### config.mk
export PLATFORM = sky130hd
export DESIGN_NAME = mau_flowmod_arbiter
export DESIGN_NICKNAME = d
export VERILOG_FILES = /design/src/rtl/mau_flowmod_arbiter.sv
export SDC_FILE = /design/constraint.sdc
export NUM_CORES = 1
export LEC_CHECK = 0
export CORE_AREA = 10 10 404 406
export DETAILED_ROUTE_END_ITERATION = 8
export DIE_AREA = 0 0 414 416
export GPL_TIMING_DRIVEN = 0
export PLACE_DENSITY_LB_ADDON = 0.05
export SYNTH_ARGS = -nofsm -noshare
export SYNTH_HDL_FRONTEND = slang
export SYNTH_SLANG_ARGS = --single-unit
### constraint.sdc
create_clock -name clk -period 4.4 [get_ports clk]
set_input_delay 0.88 -clock clk [delete_from_list [all_inputs] [get_ports clk]]
set_output_delay 0.88 -clock clk [all_outputs]
set_load 0.01 [all_outputs]
### src/rtl/mau_flowmod_arbiter.sv
// Round-robin arbiter that merges CSR and learn/age flowmod requesters onto the EM and flow-state tables.
// Command reaches a table one cycle after the grant; read data passes straight through. Timed-out reads return zero data.
module mau_flowmod_arbiter #(
    parameter int ADDR_WIDTH   = 24,
    parameter int DATA_WIDTH   = 134,
    parameter int OPCODE_WIDTH = 4,
    parameter int TIMEOUT      = 1024
) (
    input  logic                    clk,
    input  logic                    rst,
    input  logic [ADDR_WIDTH-1:0]   s0_mod_addr,
    input  logic [DATA_WIDTH-1:0]   s0_mod_data,
    input  logic [OPCODE_WIDTH-1:0] s0_mod_opcode,
    input  logic                    s0_mod_valid,
    output logic                    s0_mod_ready,
    output logic [DATA_WIDTH-1:0]   s0_mod_bdata,
    output logic                    s0_mod_bvalid,
    input  logic                    s0_mod_bready,
    input  logic [ADDR_WIDTH-1:0]   s1_mod_addr,
    input  logic [DATA_WIDTH-1:0]   s1_mod_data,
    input  logic [OPCODE_WIDTH-1:0] s1_mod_opcode,
    input  logic                    s1_mod_valid,
    output logic                    s1_mod_ready,
    output logic [DATA_WIDTH-1:0]   s1_mod_bdata,
    output logic                    s1_mod_bvalid,
    input  logic                    s1_mod_bready,
    output logic [ADDR_WIDTH-1:0]   m_mod_addr,
    output logic [DATA_WIDTH-1:0]   m_mod_data,
    output logic [OPCODE_WIDTH-1:0] m_mod_opcode,
    output logic                    m_em_mod_valid,
    input  logic                    m_em_mod_ready,
    output logic                    m_st_mod_valid,
    input  logic                    m_st_mod_ready,
    input  logic [DATA_WIDTH-1:0]   m_em_mod_bdata,
    input  logic [DATA_WIDTH-1:0]   m_st_mod_bdata,
    input  logic                    m_em_mod_bvalid,
    input  logic                    m_st_mod_bvalid,
    output logic                    m_em_mod_bready,
    output logic                    m_st_mod_bready,
    output logic                    busy,
    output logic                    grant_id,
    output logic [15:0]             timeout_count
);
    localparam int TW = (TIMEOUT > 2) ? $clog2(TIMEOUT) : 1;
    localparam logic [TW-1:0] TMAX = TW'(TIMEOUT - 1);

    typedef enum logic [1:0] {IDLE, CMD, RESP} state_t;

    state_t                  r_state;
    logic [ADDR_WIDTH-1:0]   r_addr;
    logic [DATA_WIDTH-1:0]   r_data;
    logic [OPCODE_WIDTH-1:0] r_opcode;
    logic                    r_owner, r_last, r_tgt_st, r_to, r_seen;
    logic [TW-1:0]           r_timer;
    logic [15:0]             r_tocnt;

    logic                  w_idle, w_cmd, w_resp, w_gnt0, w_gnt1, w_hs;
    logic                  w_tgt_rdy, w_tgt_bvld, w_expire, w_to;
    logic                  w_own_bvld, w_own_brdy, w_tgt_brdy;
    logic [DATA_WIDTH-1:0] w_tgt_bdat, w_own_bdat;

    // Reset overrides the state decode so outputs take their reset values in the rst cycle itself.
    assign w_idle = rst || (r_state == IDLE);
    assign w_cmd  = !rst && (r_state == CMD);
    assign w_resp = !rst && (r_state == RESP);

    // r_last == 1 means s1 was granted last, so s0 wins a tie.
    assign w_gnt1 = s1_mod_valid && (!s0_mod_valid || !r_last);
    assign w_gnt0 = s0_mod_valid && !w_gnt1;
    assign s0_mod_ready = !rst && (r_state == IDLE) && w_gnt0;
    assign s1_mod_ready = !rst && (r_state == IDLE) && w_gnt1;
    assign w_hs = s0_mod_ready || s1_mod_ready;

    assign m_mod_addr     = r_addr;
    assign m_mod_data     = r_data;
    assign m_mod_opcode   = r_opcode;
    assign m_em_mod_valid = w_cmd && !r_tgt_st;
    assign m_st_mod_valid = w_cmd && r_tgt_st;

    assign w_tgt_rdy  = r_tgt_st ? m_st_mod_ready  : m_em_mod_ready;
    assign w_tgt_bvld = r_tgt_st ? m_st_mod_bvalid : m_em_mod_bvalid;
    assign w_tgt_bdat = r_tgt_st ? m_st_mod_bdata  : m_em_mod_bdata;

    // Expiry only fires without a target bvalid, so real data arriving on the last cycle wins.
    assign w_expire   = w_resp && !r_to && !r_seen && !w_tgt_bvld && (r_timer == TMAX);
    assign w_to       = r_to || w_expire;
    assign w_own_bvld = w_resp && (w_to || w_tgt_bvld);
    assign w_own_bdat = w_to ? '0 : w_tgt_bdat;
    assign w_own_brdy = r_owner ? s1_mod_bready : s0_mod_bready;
    assign w_tgt_brdy = w_resp && !w_to && w_own_brdy;

    assign s0_mod_bvalid = w_own_bvld && !r_owner;
    assign s1_mod_bvalid = w_own_bvld && r_owner;
    assign s0_mod_bdata  = (w_resp && !r_owner) ? w_own_bdat : '0;
    assign s1_mod_bdata  = (w_resp && r_owner)  ? w_own_bdat : '0;

    // Idle breadys drain stale readbacks left over from timed-out reads.
    assign m_em_mod_bready = w_idle || (!r_tgt_st && w_tgt_brdy);
    assign m_st_mod_bready = w_idle || (r_tgt_st && w_tgt_brdy);

    assign busy          = !rst && (r_state != IDLE);
    assign grant_id      = !rst && r_owner;
    assign timeout_count = rst ? 16'h0 : r_tocnt;

    always_ff @(posedge clk) begin
        if (rst) begin
            r_state  <= IDLE;
            r_addr   <= '0;
            r_data   <= '0;
            r_opcode <= '0;
            r_owner  <= 1'b0;
            r_last   <= 1'b1;
            r_tgt_st <= 1'b0;
            r_to     <= 1'b0;
            r_seen   <= 1'b0;
            r_timer  <= '0;
            r_tocnt  <= 16'h0;
        end else begin
            case (r_state)
                IDLE: if (w_hs) begin
                    r_addr   <= w_gnt1 ? s1_mod_addr   : s0_mod_addr;
                    r_data   <= w_gnt1 ? s1_mod_data   : s0_mod_data;
                    r_opcode <= w_gnt1 ? s1_mod_opcode : s0_mod_opcode;
                    r_tgt_st <= w_gnt1 ? (s1_mod_opcode[3:2] == 2'b11)
                                       : (s0_mod_opcode[3:2] == 2'b11);
                    r_owner  <= w_gnt1;
                    r_last   <= w_gnt1;
                    r_state  <= CMD;
                end
                CMD: if (w_tgt_rdy) begin
                    if (r_opcode[1:0] == 2'b01) begin
                        r_state <= RESP;
                        r_timer <= '0;
                        r_to    <= 1'b0;
                        r_seen  <= 1'b0;
                    end else begin
                        r_state <= IDLE;
                    end
                end
                RESP: begin
                    if (w_tgt_bvld)
                        r_seen <= 1'b1;
                    if (!r_seen && !w_tgt_bvld && !r_to && (r_timer != TMAX))
                        r_timer <= r_timer + TW'(1);
                    if (w_expire) begin
                        r_to <= 1'b1;
                        if (r_tocnt != 16'hFFFF)
                            r_tocnt <= r_tocnt + 16'h1;
                    end
                    if (w_own_bvld && w_own_brdy)
                        r_state <= IDLE;
                end
                default: r_state <= IDLE;
            endcase
        end
    end
endmodule

==> flow_metrics.tcl, run 1 <==
set metrics [dict create \
    slowest_delay_ps 620 \
    track_usage_pct 14.4 \
    grt_max_degree 21 \
    die-area_mm2 0.172 \
    placed_cells 4694 \
    die_h_um 416 \
    routabilityCongestion 0.867 \
    fmax_ghz 0.235 \
    path_clk_slew_ps 80 \
    syn_inst 1580 \
    cp.arrival_ps 3380 \
    yosysUniqueCellTypes 46 \
    antenna_found_initial 96 \
    first_iter_violations 687 \
    swShare_pct 36.0 \
    power.leakage_nw 8.52 \
    synth_top_flop_cell "dfxtp_1" \
    wl_mm 130 \
    core_region_area_mm2 0.155 \
    crit_chain "clkdlybuf4s50_1 -> mux2i_4 -> buf_4 -> nand3_1 -> nand2_4 -> clkbuf_4 -> clkbuf_4 -> nor2_1 -> clkdlybuf4s50_1" \
    via_per_inst 3.42 \
    num_rows 145 \
    hold_path_depth 2 \
    final_layout_size_suffix_gt1_share_pct 3.18 \
    h-tree-depth 4 \
    met3_length_mm 13.1 \
    rrSetupSlack_ps 790 \
    rsz0062_at_grt "false" \
    area_growth_pct 123 \
    cap_violations 0 \
    critPathSlowestCell "clkdlybuf4s50_1" \
    peakVddDrop_uv 335 \
    grt_pass1_vias 17400 \
    cts.sink_count 195 \
    synth_nets 2184 \
    dr.pass1.iters 5 \
    wl_met1_mm 42.4 \
    hold_path_class "reg2reg" \
    combinationalPowerShare_pct 34.6 \
    post-dp-hpwl_mm 113 \
    synth_edf_count 0 \
    fin_skew_ps 20.0 \
    cts_tree "done" \
    clkPwrFrac_pct 30.6 \
    power.share.sequential_pct 34.8 \
    syn_area_per_cell_um2 7.13 \
    hp-start "m_mod_data[83]$_SDFFE_PP0P_" \
    finalInstanceArea_mm2 0.0251 \
    crit_path_end_kind "output pin" \
    grt_pass1_wl_mm 169 \
    route.met2.wl_mm 71.3 \
    cpLargestDelayFamily "buffers and inverters" \
    fin_cells 4742 \
    start_util_pct 7.25 \
    crit_type "in2out" \
    slew-limit-headroom_pct 17.0 \
    p_int_mw 3.69 \
    port_buffers 1056 \
    min_to "m_mod_data[83]$_SDFFE_PP0P_" \
    clkLatencyLatePin_ps 540 \
    synth-seq-area-share_pct 34.7 \
    num_vias 16200 \
    startpoint_type "primary input" \
    dpl_cell_area_mm2 0.0244 \
    detail_route.wl_per_cell_um 27.3 \
    io_pins 1058 \
    setup_viol 0 \
    nets 3262 \
    r2r_start "r_state[1]$_SDFFE_PP0P_" \
    place_ws_ps -1360 \
    drc 0 \
    reg2reg_depth 6 \
    yosys_register_bits 195 \
    p_sw_mw 2.08 \
    status "finished clean" \
    ys_async_sr_fraction_pct 0 \
    final_util_pct 16.2 \
    hold_viol_final 0 \
    crit_path_start "m_em_mod_bvalid" \
    overflow 0 \
    period_needed_ps 4260 \
    worst_pin_slew_ps 1250 \
    final-max-slew-violation-count 0 \
    finalSetupTns_ps 0 \
    cts-root-buf "clkbuf_16" \
    fp.dieW_um 414 \
    critical_path_buf_inv_count 5 \
    worstPathRequired_ps 3520 \
    numCtsBuffers 17 \
    yosys_warnings 0 \
    top_layer "met5" \
    antenna_left 0 \
    rr_endpoint "r_tgt_st$_SDFFE_PP0P_" \
    syn_area_mm2 0.0113 \
    powerDensity_mw_per_mm2 230 \
    finalCritPeriodShare_pct 96.9 \
    layout_setup_ws_ps 137 \
    clock_path_buffers 2 \
    critPathMaxFanout 10 \
]
## sequential cells by signal (all words and copies together) (netlist names)
| register | cells |
|---|---|
| m_mod_addr | 24 |
| m_mod_data | 134 |
| r_tgt_st | 1 |
| r_tocnt | 16 |
| r_timer | 10 |
| m_mod_opcode | 4 |
| r_seen | 1 |
| r_to | 1 |
| r_last | 1 |
| r_state | 2 |
| r_owner | 1 |
## layout by cell type (no fill, tap or decap), types with 11 or more instances in the layout
master              n
clkdlybuf4s50_1  1033
nor2_1            461
nand2_1           342
dfxtp_1           195
a311oi_1          161
mux2i_1           135
clkbuf_1          103
dlygate4sd2_1      23
nor2b_1            17
clkbuf_16          17
xnor2_1            14
diode_2            13
clkbuf_2           12
nor3_1             12
buf_2              12
nand3_1            11
## Yosys cell counts (2+ instances only)
cell	n	share of area, %
nor2_1	462	15
inv_1	3	0.10
buf_2	19	0.84
nand2_1	344	11
nand3_1	11	0.49
mux2i_1	135	12
and3_1	6	0.33
mux2_2	6	0.60
a211oi_1	3	0.20
or3_1	4	0.22
clkbuf_1	118	3.9
dfxtp_1	195	35
nor3_1	12	0.53
and4_1	7	0.54
a311oi_1	161	13
nand2b_1	2	0.11
xnor2_1	14	1.1
nor3b_1	3	0.20
or4_1	2	0.13
nand4_1	3	0.17
nor2b_1	17	0.94
ha_1	2	0.22
o21a_1	2	0.13
o21ai_0	5	0.22
and2_1	3	0.17
a31oi_1	2	0.11
buf_1	7	0.23
a21oi_1	6	0.27
nor4_1	9	0.50
## worst max path at each step
stage / end / slack, ps / cells after the start
after global routing: s1_mod_bdata[35] / 1 / 9
after global placement: s0_mod_ready / -1300 / 7
final: s0_mod_bdata[76] / 140 / 9
after detailed placement: s0_mod_ready / -1360 / 7
after floorplan: s1_mod_bdata[100] / 1180 / 8
after CTS: s1_mod_bdata[119] / 0.4 / 10
## power by group through the flow
stage               Sequential, mW  Clock (mW)  Combinational, mW
CTS                           2.01        1.91               2.08
floorplan                     2.10           0              0.629
global route                  2.03        1.93               2.18
global placement              2.04           0               2.07
finish                        2.01        1.77               2.00
detailed placement            2.05           0               2.07
## cell families (layout without fill, tap and decap cells)
| kind of cell | count (synthesis) | in the layout | synth area share [%] |
|---|---|---|---|
| adder cells (fa/ha/maj) | 2 | 2 | 0.222 |
| buffers and inverters | 148 | 1239 | 5.21 |
| multiplexers | 142 | 142 | 12.8 |
| flip-flops | 195 | 195 | 34.7 |
| XOR/XNOR | 14 | 14 | 1.09 |
| AND/OR/NAND/NOR | 893 | 893 | 32.0 |
| AO/OA/AOI/OAI | 186 | 186 | 14.0 |
| other | 0 | 13 | 0 |
## layout make-up
cell class	count	area, µm²
antenna	13	32.5
buffer	144	633
clock buffer	17	425
clock inverter	15	161
fill	17800	130000
inverter	3	11.3
multi-input combinational	1237	6800
sequential	195	3900
tap	2058	2570
timing repair buffer	1060	10600
## routing by layer
layer	global-route usage, %	vias up
li1	-	7569
met1	13.0	7643
met2	28.6	702
met3	7.39	195
met4	2.89	120
met5	0	-
## timing repair
| action | in CTS | in global routing |
|---|---|---|
| endpoints found under the setup margin | 274 | 79 |
| pin swaps | 2 | 0 |
| resized for setup | 50 | 11 |
| hold buffers | 0 | 0 |
| buffers inserted | 3 | 1 |
## through the flow
stage	hold slack, ps	power, mW
floorplan	455	2.73
global placement	455	4.12
detailed placement	462	4.11
CTS	499	5.99
global route	520	6.15
finish	499	5.77
## worst reg2reg max path: cells and delay by family, from the launching register on
family	cells	cell delay, ps
AOI/OAI and AO/OA	2	480
and+or+nand+nor	2	930
DFF	1	350
buffers and inverters	2	1740
No activity file was read; power rests on OpenSTA's default activity.
==> inputs of run 2 (changes only) <==
--- a/config.mk
+++ b/config.mk
@@ -9,6 +9,7 @@
 export DETAILED_ROUTE_END_ITERATION = 8
 export DIE_AREA = 0 0 414 416
 export GPL_TIMING_DRIVEN = 0
+export HOLD_SLACK_MARGIN = 0.08
 export PLACE_DENSITY_LB_ADDON = 0.05
 export SYNTH_ARGS = -nofsm -noshare
 export SYNTH_HDL_FRONTEND = slang
==> results of run 2 <==
The final DEF is identical to that of run 1; final timing and power are the same.
